[config.mk]
export PLATFORM = sky130hd
export DESIGN_NAME = a2d_arbiter
export DESIGN_NICKNAME = d
export VERILOG_FILES = /design/src/rtl/a2d_arbiter.sv
export SDC_FILE = /design/constraint.sdc
export NUM_CORES = 1
export LEC_CHECK = 0
export ABC_CLOCK_PERIOD_IN_PS = 2200
export CELL_PAD_IN_SITES_DETAIL_PLACEMENT = 1
export CELL_PAD_IN_SITES_GLOBAL_PLACEMENT = 1
export CORE_MARGIN = 2
export CORE_UTILIZATION = 34
export CTS_CLUSTER_DIAMETER = 150
export DETAILED_ROUTE_END_ITERATION = 7
export PLACE_DENSITY_LB_ADDON = 0.1
export SKIP_LAST_GASP = 1
export SYNTH_ARGS = -nofsm -noshare
export SYNTH_HDL_FRONTEND = slang
export SYNTH_SLANG_ARGS = --single-unit
export TNS_END_PERCENT = 5
[constraint.sdc]
create_clock -name clk -period 2.2 [get_ports clk]
set_input_delay 0.44 -clock clk [delete_from_list [all_inputs] [get_ports clk]]
set_output_delay 0.44 -clock clk [all_outputs]
set_load 0.05 [all_outputs]
[src/rtl/a2d_arbiter.sv]
// Two-requester arbiter and sequencer for the shared SPI A2D (IR primary, aux bounded by IR burst limit).
// Define A2D_TIMEOUT_EN to add a per-transaction spi_done timeout with a sticky a2d_err flag.
module a2d_arbiter #(
  parameter int MAX_IR_BURST = 4,
  parameter int GAP_CYC      = 8,
  parameter int TIMEOUT_CYC  = 4096
) (
  input  logic        clk,
  input  logic        rst,
  input  logic        ir_req,
  input  logic [2:0]  ir_chnl,
  output logic        ir_gnt,
  output logic        ir_done,
  output logic [11:0] ir_data,
  input  logic        aux_req,
  input  logic [2:0]  aux_chnl,
  output logic        aux_gnt,
  output logic        aux_done,
  output logic [11:0] aux_data,
  output logic        spi_wrt,
  output logic [15:0] spi_cmd,
  input  logic        spi_done,
  input  logic [15:0] spi_rd,
  output logic        busy,
  output logic        a2d_err
);

  localparam logic [2:0] IDLE = 3'd0;
  localparam logic [2:0] TX1  = 3'd1;
  localparam logic [2:0] GAP  = 3'd2;
  localparam logic [2:0] TX2  = 3'd3;
  localparam logic [2:0] DONE = 3'd4;

  localparam int GW = (GAP_CYC > 1) ? $clog2(GAP_CYC) : 1;
  localparam int BW = $clog2(MAX_IR_BURST + 1);

  logic [2:0]    state;
  logic          own_aux;
  logic [GW-1:0] gap_cnt;
  logic [BW-1:0] burst_cnt;
  logic          burst_full, pick_ir, pick_aux;
  logic          in_tx, timeout, fin;
  logic [11:0]   fin_data;

  assign busy  = (state != IDLE);
  assign in_tx = (state == TX1) || (state == TX2);

  always_comb begin
    burst_full = (burst_cnt == BW'(MAX_IR_BURST));
    pick_ir    = ir_req && !(aux_req && burst_full);
    pick_aux   = aux_req && !pick_ir;
    // a missing spi_done only ends the transaction when the timeout option is built in
    fin        = ((state == TX2) && spi_done) || (in_tx && !spi_done && timeout);
    fin_data   = ((state == TX2) && spi_done) ? spi_rd[11:0] : 12'hFFF;
  end

`ifdef A2D_TIMEOUT_EN
  localparam int TW = $clog2(TIMEOUT_CYC + 1);
  logic [TW-1:0] to_cnt;
  logic          err_q;

  assign timeout = in_tx && (to_cnt == TW'(TIMEOUT_CYC - 1));
  assign a2d_err = err_q;

  always_ff @(posedge clk) begin
    if (rst) begin
      to_cnt <= '0;
      err_q  <= 1'b0;
    end else begin
      if (!in_tx || spi_done || timeout) to_cnt <= '0;
      else                               to_cnt <= to_cnt + 1'b1;
      if (timeout && !spi_done) err_q <= 1'b1;
    end
  end
`else
  logic unused_cfg;
  assign unused_cfg = TIMEOUT_CYC[0];
  assign timeout    = 1'b0;
  assign a2d_err    = 1'b0;
`endif

  always_ff @(posedge clk) begin
    if (rst) begin
      state     <= IDLE;
      own_aux   <= 1'b0;
      gap_cnt   <= '0;
      burst_cnt <= '0;
      ir_gnt    <= 1'b0;
      aux_gnt   <= 1'b0;
      ir_done   <= 1'b0;
      aux_done  <= 1'b0;
      spi_wrt   <= 1'b0;
      spi_cmd   <= 16'h0000;
      ir_data   <= 12'h000;
      aux_data  <= 12'h000;
    end else begin
      ir_gnt   <= 1'b0;
      aux_gnt  <= 1'b0;
      ir_done  <= 1'b0;
      aux_done <= 1'b0;
      spi_wrt  <= 1'b0;
      case (state)
        IDLE: begin
          if (ir_req || aux_req) begin
            own_aux <= pick_aux;
            ir_gnt  <= pick_ir;
            aux_gnt <= pick_aux;
            spi_wrt <= 1'b1;
            spi_cmd <= {2'b00, (pick_aux ? aux_chnl : ir_chnl), 11'h000};
            // pick_ir with aux pending implies burst not full, so no explicit saturation needed
            burst_cnt <= (pick_ir && aux_req) ? burst_cnt + 1'b1 : '0;
            state   <= TX1;
          end
        end
        TX1: begin
          if (spi_done) begin
            gap_cnt <= '0;
            state   <= GAP;
          end
        end
        GAP: begin
          if (gap_cnt == GW'(GAP_CYC - 1)) begin
            spi_wrt <= 1'b1;
            state   <= TX2;
          end else begin
            gap_cnt <= gap_cnt + 1'b1;
          end
        end
        TX2:     ;
        DONE:    state <= IDLE;
        default: state <= IDLE;
      endcase
      if (fin) begin
        state <= DONE;
        if (own_aux) begin
          aux_done <= 1'b1;
          aux_data <= fin_data;
        end else begin
          ir_done  <= 1'b1;
          ir_data  <= fin_data;
        end
      end
    end
  end

endmodule

==> Word level (Yosys, flattened, before mapping) <==
Cells that the tools add are included.
{ "totals": {"register_bits": 42, "input_bits": 27, "out_inout_bits": 47, "elab_cells": 68} }
{ "classes": {"addsub": 2, "n_eq_ne": 13, "mux": 15, "bitwise": 5, "reduce_logical": 20} }
{ "ops": {"columns": ["operator", "count"], "rows": [
  ["$mux W3", 8],
  ["$pmux W3 S4", 1],
  ["$ne A2 B2 Y1 const B", 5],
  ["$ne A3 B3 Y1 const B", 3],
  ["$reduce_and A4 Y1", 2],
  ["$add A3 B1 Y3 const B", 2],
  ["$eq A3 B2 Y1 const B", 2],
  ["$eq A3 B3 Y1 const B", 2],
  ["$pmux W3 S2", 1],
  ["$reduce_and A2 Y1", 3],
  ["$logic_and A1 B1 Y1", 5],
  ["$not A1 Y1", 5],
  ["$mux W1", 4],
  ["$reduce_or A2 Y1", 2],
  ["$eq A3 B1 Y1 const B", 1],
  ["$logic_not A3 Y1", 1],
  ["$reduce_and A3 Y1", 1],
  ["$reduce_bool A3 Y1", 1],
  ["$reduce_or A3 Y1", 1],
  ["$logic_not A1 Y1", 2],
  ["$pmux W1 S2", 1],
  ["$reduce_bool A2 Y1", 1],
  ["$logic_or A1 B1 Y1", 1]
]} }

==> Depth between registers and ports, before layout <==
Gate-level depths: netlist of run 1.
{ "logic_depth": {"depth_word": 7, "depth_mapped": 6, "depth_no_buf": 5} }

==> Least setup slack after synthesis of run 1 <==
Ideal clock, no wire load.
{ "synth_path": {"path_type": "register -> register", "start": "register gap_cnt[0]", "end": "register gap_cnt[1]", "setup_ps": 72, "arrival_ps": 1410, "required_ps": 2128, "slack_ps": 718, "stages_incl_launch_ff": 6, "n_path_buf": 0, "synth_period_minus_slack_ps": 1482, "path_cell_list": "dfxtp_1 -> ha_1 -> ha_1 -> or3b_1 -> a21oi_2 -> mux2i_1"} }
{ "synth_between": {"elab_chain_len": 3, "word_cells_on_any_way": 6, "classes_between": "add/sub: 1; eq/ne: 2; mux: 2; reduce/logical: 1"} }
{ "synth_lines": {"columns": ["element", "line", "source"], "rows": [
  ["from (decl)", "39", "logic [GW-1:0] gap_cnt;"],
  ["from (signal assigned)", "126", "gap_cnt <= gap_cnt + 1'b1;"],
  ["$add A3 B1 Y3 or $eq A3 B3 Y1 (tied branches)", "126, 122", null],
  ["$mux W3 or $ne A2 B2 Y1 (tied branches)", null, null],
  ["$pmux W3 S2 or $reduce_and A3 Y1 (tied branches)", null, null]
]} }
Several ways; a longest one is shown, not always the timed one. The select of a mux whose other input is x is not followed.
A chain may end at the register's enable or synchronous reset.

==> Worst setup path after layout of run 1 <==
{ "layout_path": {"start": "register state[2]", "end": "output busy"} }
{ "layout_between": {"elab_chain_len": 1} }
{ "layout_lines": {"columns": ["element", "line", "source"], "rows": [
  ["from (decl)", "37", "logic [2:0] state;"],
  ["from (signal assigned)", "84", "state <= IDLE;"],
  ["from (signal assigned)", "112", "state <= TX1;"],
  ["from (signal assigned)", "118", "state <= GAP;"],
  ["$reduce_bool A3 Y1", "45", "assign busy = (state != IDLE);"],
  ["to (decl)", "24", "output logic busy,"]
]} }
No other way between the ends.

==> results of run 1 <==
[through the flow]
stage          utilization, %  instances  area (um^2)  setup slack (ps)  power (mW)
3_3_place_gp             44.6        334         2440               339        1.16
4_1_cts                  46.2        342         2530               274        1.66
5_1_grt                  46.2        342         2530               175        1.72
2_1_floorplan               -        233         1970               718        1.08
3_5_place_dp             44.6        334         2440               330        1.16
6_report                 46.2        342         2530               301        1.64
[power groups by stage]
stage / Combinational (mW) / Sequential [mW] / Clock (mW)
floorplan: 0.213 / 0.862 / 0
global placement: 0.337 / 0.824 / 0
detailed placement: 0.338 / 0.824 / 0
CTS: 0.339 / 0.806 / 0.518
global route: 0.362 / 0.811 / 0.550
finish: 0.336 / 0.806 / 0.495
[worst reg2reg max path: stages, from the launching register on]
cell and delay, ps:
sky130_fd_sc_hd__dfxtp_1 330, sky130_fd_sc_hd__ha_1 200, sky130_fd_sc_hd__ha_1 180, sky130_fd_sc_hd__or3b_1 360, sky130_fd_sc_hd__a21oi_2 240, sky130_fd_sc_hd__mux2i_1 210
[cell usage after synthesis (2+ instances only)]
master and instances:
sky130_fd_sc_hd__buf_2 6, sky130_fd_sc_hd__clkbuf_1 5, sky130_fd_sc_hd__buf_6 3, sky130_fd_sc_hd__a211oi_1 2, sky130_fd_sc_hd__a311oi_1 3, sky130_fd_sc_hd__a21oi_1 29, sky130_fd_sc_hd__buf_4 16, sky130_fd_sc_hd__o21ai_1 2
sky130_fd_sc_hd__nor3_1 3, sky130_fd_sc_hd__mux2i_1 2, sky130_fd_sc_hd__and4b_1 2, sky130_fd_sc_hd__nand3_1 29, sky130_fd_sc_hd__inv_1 5, sky130_fd_sc_hd__buf_1 2, sky130_fd_sc_hd__nand4_1 2, sky130_fd_sc_hd__nor2_1 5
sky130_fd_sc_hd__dfxtp_1 42, sky130_fd_sc_hd__ha_1 4, sky130_fd_sc_hd__nand2b_1 5, sky130_fd_sc_hd__o21ai_0 27, sky130_fd_sc_hd__nand2_1 5
[cell type report]
| type | instances | area, um^2 | share of cell area [%] |
|---|---|---|---|
| Clock inverter | 2 | 13.8 | 0.545 |
| Timing Repair Buffer | 61 | 593 | 23.5 |
| Tap cell | 72 | 90.1 | 3.57 |
| Multi-Input combinational cell | 153 | 891 | 35.3 |
| Clock buffer | 6 | 72.6 | 2.87 |
| Sequential cell | 42 | 841 | 33.3 |
| Inverter | 6 | 25.0 | 0.991 |
[how the worst max path moves through the flow]
stage	start	endpoint	slack [ps]	cells past startpoint
after detailed placement	aux_req	spi_cmd[12]$_SDFFE_PP0P_	330	4
after global placement	aux_req	spi_cmd[13]$_SDFFE_PP0P_	340	4
after global routing	state[1]$_SDFFE_PP0P_	busy	170	3
after CTS	state[2]$_SDFFE_PP0P_	busy	270	3
after floorplan	gap_cnt[0]$_SDFFE_PP0P_	gap_cnt[1]$_SDFFE_PP0P_	720	5
final	state[2]$_SDFFE_PP0P_	busy	300	3
[routing by layer]
layer / global-route usage (%) / vias up / wire, um
li1: - / 856 / -
met1: 20.4 / 793 / 2210
met2: 26.1 / 39 / 2230
met3: 3.30 / 7 / 183
met4: 5.69 / 0 / 68
met5: 0 / - / 0
[state kept, by name (all words and copies together) (netlist names)]
signal	count
state	3
ir_gnt	1
burst_cnt	3
aux_data	12
aux_gnt	1
gap_cnt	3
spi_cmd	3
aux_done	1
ir_data	12
own_aux	1
spi_wrt	1
ir_done	1
[kinds of logic (layout without fill, tap and decap cells)]
| kind of cell | Yosys count | in the layout |
|---|---|---|
| flip-flops | 42 | 42 |
| multiplexers | 2 | 2 |
| buffers and inverters | 38 | 75 |
| other | 1 | 14 |
| adder cells (fa/ha/maj) | 4 | 4 |
| AND/OR/NAND/NOR | 61 | 61 |
| AO/OA/AOI/OAI | 72 | 72 |
==> results.txt, run 1 <==
----------------------------------------------------
[STA]
  RSZ-0062 raised after global routing ... false
  Worst Skew ... 7.61 ps
  Setup-failing EPs final ... 0
  Remaining max-slew budget at the tightest pin ... 54.5%
  Setup TNS ... 0 ps
  Final Cycle Share ... 86.3%
  Final critical path time including I/O delays and setup ... 1900 ps
  Fmax ... 0.526 GHz
  Final hold viol count ... 0
  Worst hold slack after final layout ... 472 ps
  Transition time at the pin with the least slew margin ... 682 ps
  Final Max Slew Viols ... 0

[Floorplan]
  Die Y ... 79.1 um
  Starting density of the core ... 35.0%
  Number of rows created at floorplan ... 27
  CORE AREA ... 5470 um^2
  Floorplan die area ... 6260 um^2
  Width of the die ... 79.1 um
  I/O pin count ... 74

[Logic synthesis]
  Synth area leaders ... sky130_fd_sc_hd__dfxtp_1 44%, sky130_fd_sc_hd__a21oi_1 7.6%, sky130_fd_sc_hd__nand3_1 7.6%
  Post-synthesis register bit count ... 42
  Dominant cell type by area after synthesis ... sky130_fd_sc_hd__dfxtp_1
  Synthesized-area fraction occupied by and/or/nand/nor cells ... 18.7%
  Number of standard cells after synthesis ... 220
  Async set or reset register ratio after synthesis ... 0%
  Synthesis warning total ... 0
  Post-synthesis adder-cell area fraction ... 2.61%
  Synth top area share ... 43.8%
  Mean instance size in the synthesized netlist ... 8.72 um^2
  Post-synthesis compound-gate area fraction ... 21.3%
  Netlist area before placement ... 1920 um^2
  Multiplexer share of the synthesized area ... 1.04%
  Largest family of logic cells by synthesized area ... compound AO/OA/AOI/OAI gates
  Count of cell types in the netlist ... 42
  Most common flop cell mapped by yosys ... sky130_fd_sc_hd__dfxtp_1
  Number of flops mapped to enable cells by yosys ... 0
  Fraction of synthesized cell area in xor and xnor cells ... 0%
  Sequential-to-total area share from yosys stat ... 43.8%

[Power and ir drop]
  Power share of the combinational group ... 20.5%
  Proportion of power drawn by flip-flops and latches ... 49.2%
  IR Drop Worst-Case VDD ... 0.000473 V
  Internal Pwr Total ... 1.12 mW
  Pwr dens ... 648 nW/um^2
  Leakage power total ... 0.882 nW
  Proportion of power drawn by the clock network ... 30.2%
  Switching power ... 518 uW
  Share of total power consumed by net switching ... 31.7%

[Detailed routing]
  Via count ... 1695
  Number of DRC markers after the initial detailed-route iteration ... 124
  Post-detailed-routing wire length ... 4.69 mm
  First drt pass iteration count ... 4
  WL/cell ... 13.7 um
  DRC violation count after routing ... 0
  Routed Antenna Nets ... 0
  Avg Vias per Cell ... 4.96

[Finish]
  Growth of design area from synthesis to finish ... 31.7%
  Number of diodes ... 0
  Layout Nets ... 300
  Most common cell after layout, fill and taps aside ... sky130_fd_sc_hd__clkdlybuf4s50_1
  Share of final-layout standard cells stronger than drive strength 1 ... 8.52%
  Highest-count cells in the layout ignoring fill and taps ... 54 x sky130_fd_sc_hd__clkdlybuf4s50_1, 42 x sky130_fd_sc_hd__dfxtp_1, 29 x sky130_fd_sc_hd__nand3_1, 29 x sky130_fd_sc_hd__a21oi_1, 27 x sky130_fd_sc_hd__o21ai_0
  Number of fill cells ... 674

[Setup path]
  Dominant delay contributor by cell family on the critical path ... simple AND/OR/NAND/NOR gates
  Worst-path maximum fanout ... 9
  Buffers & Inverters on Critical Path ... 2
  Reg-to-reg endpoint ... gap_cnt[2]$_SDFFE_PP0P_
  Startpoint of the worst-slack reg-to-reg timing path ... gap_cnt[0]$_SDFFE_PP0P_
  Reg-to-reg setup timing slack ... 600 ps
  Arrival time of data at the critical path endpoint ... 1460 ps
  Kind of critical path ... reg2out
  Worst-path cell with the longest stage delay ... sky130_fd_sc_hd__nor3_4
  Data required time of the worst path ... 1760 ps
  Delay of the slowest critical-path stage ... 440 ps
  R2r worst-path depth ... 5
  CP startpoint kind ... register
  Cells traversed along the worst timing path ... nor3_4 > inv_4 > buf_4
  Kind of end point of the critical path ... output port

[GRT]
  Largest net degree at the start of global routing ... 27
  Initial antenna violation count ... 0
  Number of global-route vias before repair ... 1657
  Total global routing track utilization ... 15.8%
  Global-route wire length before repair ... 7.89 mm
  Total congestion overflow after global routing ... 0

[Min path]
  Worst hold-check path type ... reg2reg
  Cell depth of the worst hold path ... 1
  Hold EP ... gap_cnt[0]$_SDFFE_PP0P_
  Startpoint of the tightest hold check path ... gap_cnt[0]$_SDFFE_PP0P_

[Place]
  Detailed-placement wirelength estimate ... 3.16 mm
  Global placement routability congestion ... 0.754
  Count of buffers from port buffering ... 55

[Status]
  Outcome ... complete, no violations

[Clock tree]
  Number of cells upsized or downsized after cts ... 0
  Register clock-pin slew on the reported worst setup and hold paths ... 80 ps
  Clock tree from TritonCTS ... done
  Sinks on the clock net ... 42
  Maximum clock path buffer count ... 2
  Quantity of hold-fixing buffers added after cts ... 0
  Root cell of the clock tree ... sky130_fd_sc_hd__clkbuf_8
  Inserted Clock Buffers ... 5
  CTS H-Tree Depth ... 2
  Worst-skew pair later-pin latency ... 300 ps
  Post-CTS setup-driven buffer insertion count ... 0

[Flow run]
  Max-cap check violation count ... 0

----------------------------------------------------
Note: power is estimated with default switching activity, not from simulation.
==> run 2: changes to the inputs <==
GPL_ROUTABILITY_DRIVEN = 1   (was unset)
PLACE_DENSITY = 0.84   (was unset)
PLACE_DENSITY_LB_ADDON = unset   (was 0.1)
==> run 2 against run 1 <==
Net effect: highest routed layer unchanged; sequential cell count is the same; hold slack improved by 2.9 ps; fmax shrank 1.0%; largest cell class unchanged; critical endpoint is now spi_cmd[12]; critical path type unchanged; setup slack worse by 19 ps; design area increased by 1.2%.
==> results.txt, run 2 (same netlist as run 1, synthesis figures left out) <==
----------------------------------------------------
[Floorplan]
  Starting density of the core ... 35.0%
  I/O pin count ... 74
  Number of rows created at floorplan ... 27
  Width of the die ... 79.1 um
  Floorplan die area ... 6260 um^2
  CORE AREA ... 5470 um^2
  Die Y ... 79.1 um

[Clock tree]
  Worst-skew pair later-pin latency ... 300 ps
  CTS H-Tree Depth ... 2
  Number of cells upsized or downsized after cts ... 0
  Register clock-pin slew on the reported worst setup and hold paths ... 80 ps
  Maximum clock path buffer count ... 2
  Root cell of the clock tree ... sky130_fd_sc_hd__clkbuf_8
  Inserted Clock Buffers ... 5
  Sinks on the clock net ... 42
  Clock tree from TritonCTS ... done
  Quantity of hold-fixing buffers added after cts ... 0
  Post-CTS setup-driven buffer insertion count ... 0

[Setup path]
  Dominant delay contributor by cell family on the critical path ... buffers and inverters
  CP startpoint kind ... register
  Stages on worst setup path ... 1
  Kind of critical path ... reg2out
  Worst-path cell with the longest stage delay ... sky130_fd_sc_hd__clkdlybuf4s50_1
  R2r worst-path depth ... 5
  CP Capture Point ... spi_cmd[12]
  Startpoint of the worst-slack reg-to-reg timing path ... gap_cnt[0]$_SDFFE_PP0P_
  Delay of the slowest critical-path stage ... 830 ps
  Cells traversed along the worst timing path ... clkdlybuf4s50_1
  Reg-to-reg endpoint ... gap_cnt[2]$_SDFFE_PP0P_
  Kind of end point of the critical path ... output port
  Arrival time of data at the critical path endpoint ... 1480 ps
  Data required time of the worst path ... 1760 ps
  Worst-path maximum fanout ... 2
  Buffers & Inverters on Critical Path ... 1
  Setup crit start ... spi_cmd[12]$_SDFFE_PP0P_
  Reg-to-reg setup timing slack ... 560 ps

[Power and ir drop]
  Proportion of power drawn by the clock network ... 34.6%
  IR Drop Worst-Case VDD ... 0.000287 V
  Power share of the combinational group ... 19.5%
  Pwr dens ... 686 nW/um^2
  Internal Pwr Total ... 1.23 mW
  Switching power ... 521 uW
  Leakage power total ... 0.893 nW
  Share of total power consumed by net switching ... 29.7%
  Proportion of power drawn by flip-flops and latches ... 45.9%

[Min path]
  Startpoint of the tightest hold check path ... gap_cnt[0]$_SDFFE_PP0P_
  Cell depth of the worst hold path ... 1
  Worst hold-check path type ... reg2reg

[Finish]
  Layout Nets ... 301
  Share of final-layout standard cells stronger than drive strength 1 ... 8.86%
  Highest-count cells in the layout ignoring fill and taps ... 54 x sky130_fd_sc_hd__clkdlybuf4s50_1, 42 x sky130_fd_sc_hd__dfxtp_1, 29 x sky130_fd_sc_hd__nand3_1, 29 x sky130_fd_sc_hd__a21oi_1, 27 x sky130_fd_sc_hd__o21ai_0
  Final core utilization ... 46.7%
  Growth of design area from synthesis to finish ... 33.3%
  Finished Cell Area ... 2560 um^2
  Number of fill cells ... 648
  Number of diodes ... 0
  Final cell count without fillers ... 343
  Most common cell after layout, fill and taps aside ... sky130_fd_sc_hd__clkdlybuf4s50_1
  Registers with the most flip-flops ... aux_data x12, ir_data x12

[STA]
  RSZ-0062 raised after global routing ... false
  Final Cycle Share ... 87.2%
  Final Max Slew Viols ... 0
  Setup-failing EPs final ... 0
  Final hold viol count ... 0
  Transition time at the pin with the least slew margin ... 724 ps
  Worst Skew ... 9.55 ps
  Fmax ... 0.521 GHz
  Final critical path time including I/O delays and setup ... 1920 ps
  Setup TNS ... 0 ps
  Remaining max-slew budget at the tightest pin ... 51.7%

[GRT]
  Number of global-route vias before repair ... 1776
  Largest net degree at the start of global routing ... 27
  Initial antenna violation count ... 0
  Total congestion overflow after global routing ... 0
  Global-route wire length before repair ... 8.09 mm
  Total global routing track utilization ... 16.3%

[Place]
  Global placement routability congestion ... 0.770
  Total cell area at the placement stage ... 2450 um^2
  Count of buffers from port buffering ... 55
  Detailed-placement wirelength estimate ... 3.62 mm
  Instance count after placement with tap cells included ... 335

[Detailed routing]
  Post-detailed-routing wire length ... 5.01 mm
  Top metal layer carrying routed signals ... met4
  Met2 wire length ... 2.48 mm
  Avg Vias per Cell ... 5.06
  DRC violation count after routing ... 0
  Detailed route wirelength on metal3 ... 222 um
  First drt pass iteration count ... 4
  Routed metal-1 wire length ... 2.26 mm
  WL/cell ... 14.6 um
  Number of DRC markers after the initial detailed-route iteration ... 67
  Routed Antenna Nets ... 0
  Via count ... 1736

[Status]
  Outcome ... complete, no violations

[Flow run]
  Max-cap check violation count ... 0

----------------------------------------------------
-- run 2: worst min-delay path by stage --
| stage | to | slack [ps] |
|---|---|---|
| 2_1_floorplan | gap_cnt[0]$_SDFFE_PP0P_ | 430 |
| 3_3_place_gp | gap_cnt[0]$_SDFFE_PP0P_ | 440 |
| 5_1_grt | ir_data[8]$_SDFFE_PP0P_ | 500 |
| 6_report | gap_cnt[0]$_SDFFE_PP0P_ | 480 |
| 3_5_place_dp | gap_cnt[0]$_SDFFE_PP0P_ | 460 |
| 4_1_cts | gap_cnt[0]$_SDFFE_PP0P_ | 480 |
-- run 2: per-layer routing --
| layer | up-vias | GRT usage [%] |
|---|---|---|
| met2 | 48 | 28.1 |
| met5 | - | 0 |
| met3 | 7 | 3.41 |
| met1 | 822 | 19.8 |
| li1 | 859 | - |
| met4 | 0 | 6.38 |
-- run 2: layout make-up --
type	instances	area (um^2)	share of cell area (%)
sequential	42	841	32.9
clock buffer	6	72.6	2.84
clock inverter	2	37.5	1.47
multi-input combinational	153	891	34.8
inverter	6	25.0	0.978
tap	72	90.1	3.52
timing repair buffer	62	601	23.5
-- run 2: through the flow --
step	worst slack, ps	power, mW	hold slack, ps
after global routing	203	1.83	500
after floorplan	718	1.08	428
after CTS	269	1.78	477
final	281	1.76	475
after global placement	321	1.16	441
after detailed placement	242	1.17	458
-- run 2: power by group through the flow --
| stage | registers [mW] | logic, mW | clock network (mW) |
|---|---|---|---|
| after floorplan | 0.862 | 0.213 | 0 |
| after global placement | 0.822 | 0.337 | 0 |
| after detailed placement | 0.824 | 0.344 | 0 |
| after CTS | 0.806 | 0.346 | 0.625 |
| final | 0.805 | 0.343 | 0.607 |
| after global routing | 0.810 | 0.366 | 0.658 |
==> run 3: changes to the inputs <==
SETUP_SLACK_MARGIN = 0.4   (was unset)
==> run 3 against run 2 <==
Net effect: design area grew 0.39%; first-iteration DRC count shrank 1.5%; hold slack is essentially flat; largest cell class unchanged; clock power is essentially flat; total power grew 0.39%; critical path depth is the same; count of clock-buffer cells in the layout is the same; setup slack lost 0.74 ps; highest routed layer unchanged.
==> results.txt, run 3 (same netlist as run 1, synthesis figures left out) <==
----------------------------------------------------
[Status]
  Outcome ... complete, no violations

[Detailed routing]
  Number of DRC markers after the initial detailed-route iteration ... 66
  DRC violation count after routing ... 0
  WL/cell ... 14.7 um
  First drt pass iteration count ... 4
  Avg Vias per Cell ... 5.07
  Routed Antenna Nets ... 0
  Post-detailed-routing wire length ... 5.05 mm
  Via count ... 1745

[Setup path]
  Worst-path maximum fanout ... 2
  Buffers & Inverters on Critical Path ... 1
  Arrival time of data at the critical path endpoint ... 1480 ps
  Startpoint of the worst-slack reg-to-reg timing path ... gap_cnt[0]$_SDFFE_PP0P_
  Kind of end point of the critical path ... output port
  Stages on worst setup path ... 1
  Worst-path cell with the longest stage delay ... sky130_fd_sc_hd__clkdlybuf4s50_1
  CP startpoint kind ... register
  Dominant delay contributor by cell family on the critical path ... buffers and inverters
  R2r worst-path depth ... 5
  Cells traversed along the worst timing path ... clkdlybuf4s50_1
  Data required time of the worst path ... 1760 ps
  Kind of critical path ... reg2out
  Delay of the slowest critical-path stage ... 830 ps
  Setup crit start ... spi_cmd[12]$_SDFFE_PP0P_

[GRT]
  Total congestion overflow after global routing ... 0
  Number of global-route vias before repair ... 1784
  Total global routing track utilization ... 16.3%
  Global-route wire length before repair ... 8.11 mm
  Largest net degree at the start of global routing ... 27
  Initial antenna violation count ... 0

[Clock tree]
  Maximum clock path buffer count ... 2
  Quantity of hold-fixing buffers added after cts ... 0
  Root cell of the clock tree ... sky130_fd_sc_hd__clkbuf_8
  Sinks on the clock net ... 42
  Clock tree from TritonCTS ... done
  Register clock-pin slew on the reported worst setup and hold paths ... 80 ps
  Worst-skew pair later-pin latency ... 300 ps
  CTS H-Tree Depth ... 2
  Inserted Clock Buffers ... 5

[Min path]
  Startpoint of the tightest hold check path ... gap_cnt[0]$_SDFFE_PP0P_
  Cell depth of the worst hold path ... 1
  Worst hold-check path type ... reg2reg

[STA]
  Fmax ... 0.521 GHz
  Setup-failing EPs final ... 0
  Final hold viol count ... 0
  Worst setup slack after layout ... 280 ps
  Worst Skew ... 9.51 ps
  Remaining max-slew budget at the tightest pin ... 51.8%
  RSZ-0062 raised after global routing ... true
  Transition time at the pin with the least slew margin ... 722 ps
  Final critical path time including I/O delays and setup ... 1920 ps
  Worst hold slack after final layout ... 475 ps
  Final Cycle Share ... 87.3%
  Setup TNS ... 0 ps
  Final Max Slew Viols ... 0

[Place]
  Global placement routability congestion ... 0.770
  Instance count after placement with tap cells included ... 335
  Count of buffers from port buffering ... 55
  Detailed-placement wirelength estimate ... 3.62 mm
  Dpl ws ... 242 ps

[Floorplan]
  Width of the die ... 79.1 um
  CORE AREA ... 5470 um^2
  Floorplan die area ... 6260 um^2
  Number of rows created at floorplan ... 27
  I/O pin count ... 74
  Starting density of the core ... 35.0%
  Die Y ... 79.1 um

[Finish]
  Highest-count cells in the layout ignoring fill and taps ... 53 x sky130_fd_sc_hd__clkdlybuf4s50_1, 42 x sky130_fd_sc_hd__dfxtp_1, 29 x sky130_fd_sc_hd__nand3_1, 29 x sky130_fd_sc_hd__a21oi_1, 27 x sky130_fd_sc_hd__o21ai_0
  Most common cell after layout, fill and taps aside ... sky130_fd_sc_hd__clkdlybuf4s50_1
  Growth of design area from synthesis to finish ... 33.9%
  Final cell count without fillers ... 344
  Number of diodes ... 0
  Layout Nets ... 302
  Share of final-layout standard cells stronger than drive strength 1 ... 9.19%
  Registers with the most flip-flops ... aux_data x12, ir_data x12

[Power and ir drop]
  Leakage power total ... 0.916 nW
  Pwr dens ... 686 nW/um^2
  IR Drop Worst-Case VDD ... 0.000287 V

[Flow run]
  Max-cap check violation count ... 0

----------------------------------------------------
[run 3: per-stage QoR]
| stage | util, % | total power [mW] | instance area, um^2 |
|---|---|---|---|
| final | 46.9 | 1.76 | 2570 |
| after global routing | 46.9 | 1.84 | 2570 |
| after CTS | 46.9 | 1.78 | 2560 |
| after detailed placement | 44.7 | 1.17 | 2450 |
| after global placement | 44.7 | 1.16 | 2450 |
| after floorplan | - | 1.08 | 1970 |
[run 3: path summary, 6_finish.rpt]
path | end | slack (ps)
setup / recovery | spi_cmd[12] | 280
hold / removal | gap_cnt[0]$_SDFFE_PP0P_ | 480
setup reg to reg | gap_cnt[2]$_SDFFE_PP0P_ | 550
hold reg to reg | gap_cnt[0]$_SDFFE_PP0P_ | 480
[run 3: repair_timing]
item | in CTS | in global routing
setup endpoints to repair | 33 | 32
endpoints found under the hold margin | 0 | 0
cloned | 0 | 0
pin swaps | 1 | 0
buffers inserted | 1 | 0
resized for setup | 0 | 1
[run 3: cell type report]
class	instances	area, um^2
Fill cell	646	2910
Multi-Input combinational cell	153	891
Sequential cell	42	841
Timing Repair Buffer	63	611
Tap cell	72	90.1
Clock buffer	6	72.6
Clock inverter	2	37.5
Inverter	6	25.0
[run 3: per-layer routing]
metal | GRT usage (%) | vias up | wire length [um]
met4 | 6.38 | 0 | 55
met1 | 19.8 | 830 | 2260
met3 | 3.41 | 8 | 220
met5 | 0 | - | 0
li1 | - | 859 | -
met2 | 28.3 | 48 | 2520
[run 3: power by group]
part           internal [mW]  leakage, nW  switching (mW)  total [mW]
Combinational          0.117        0.524           0.232       0.349
Sequential             0.783        0.340          0.0224       0.805
Clock                  0.339       0.0514           0.269       0.608
Total                   1.24        0.916           0.524        1.76
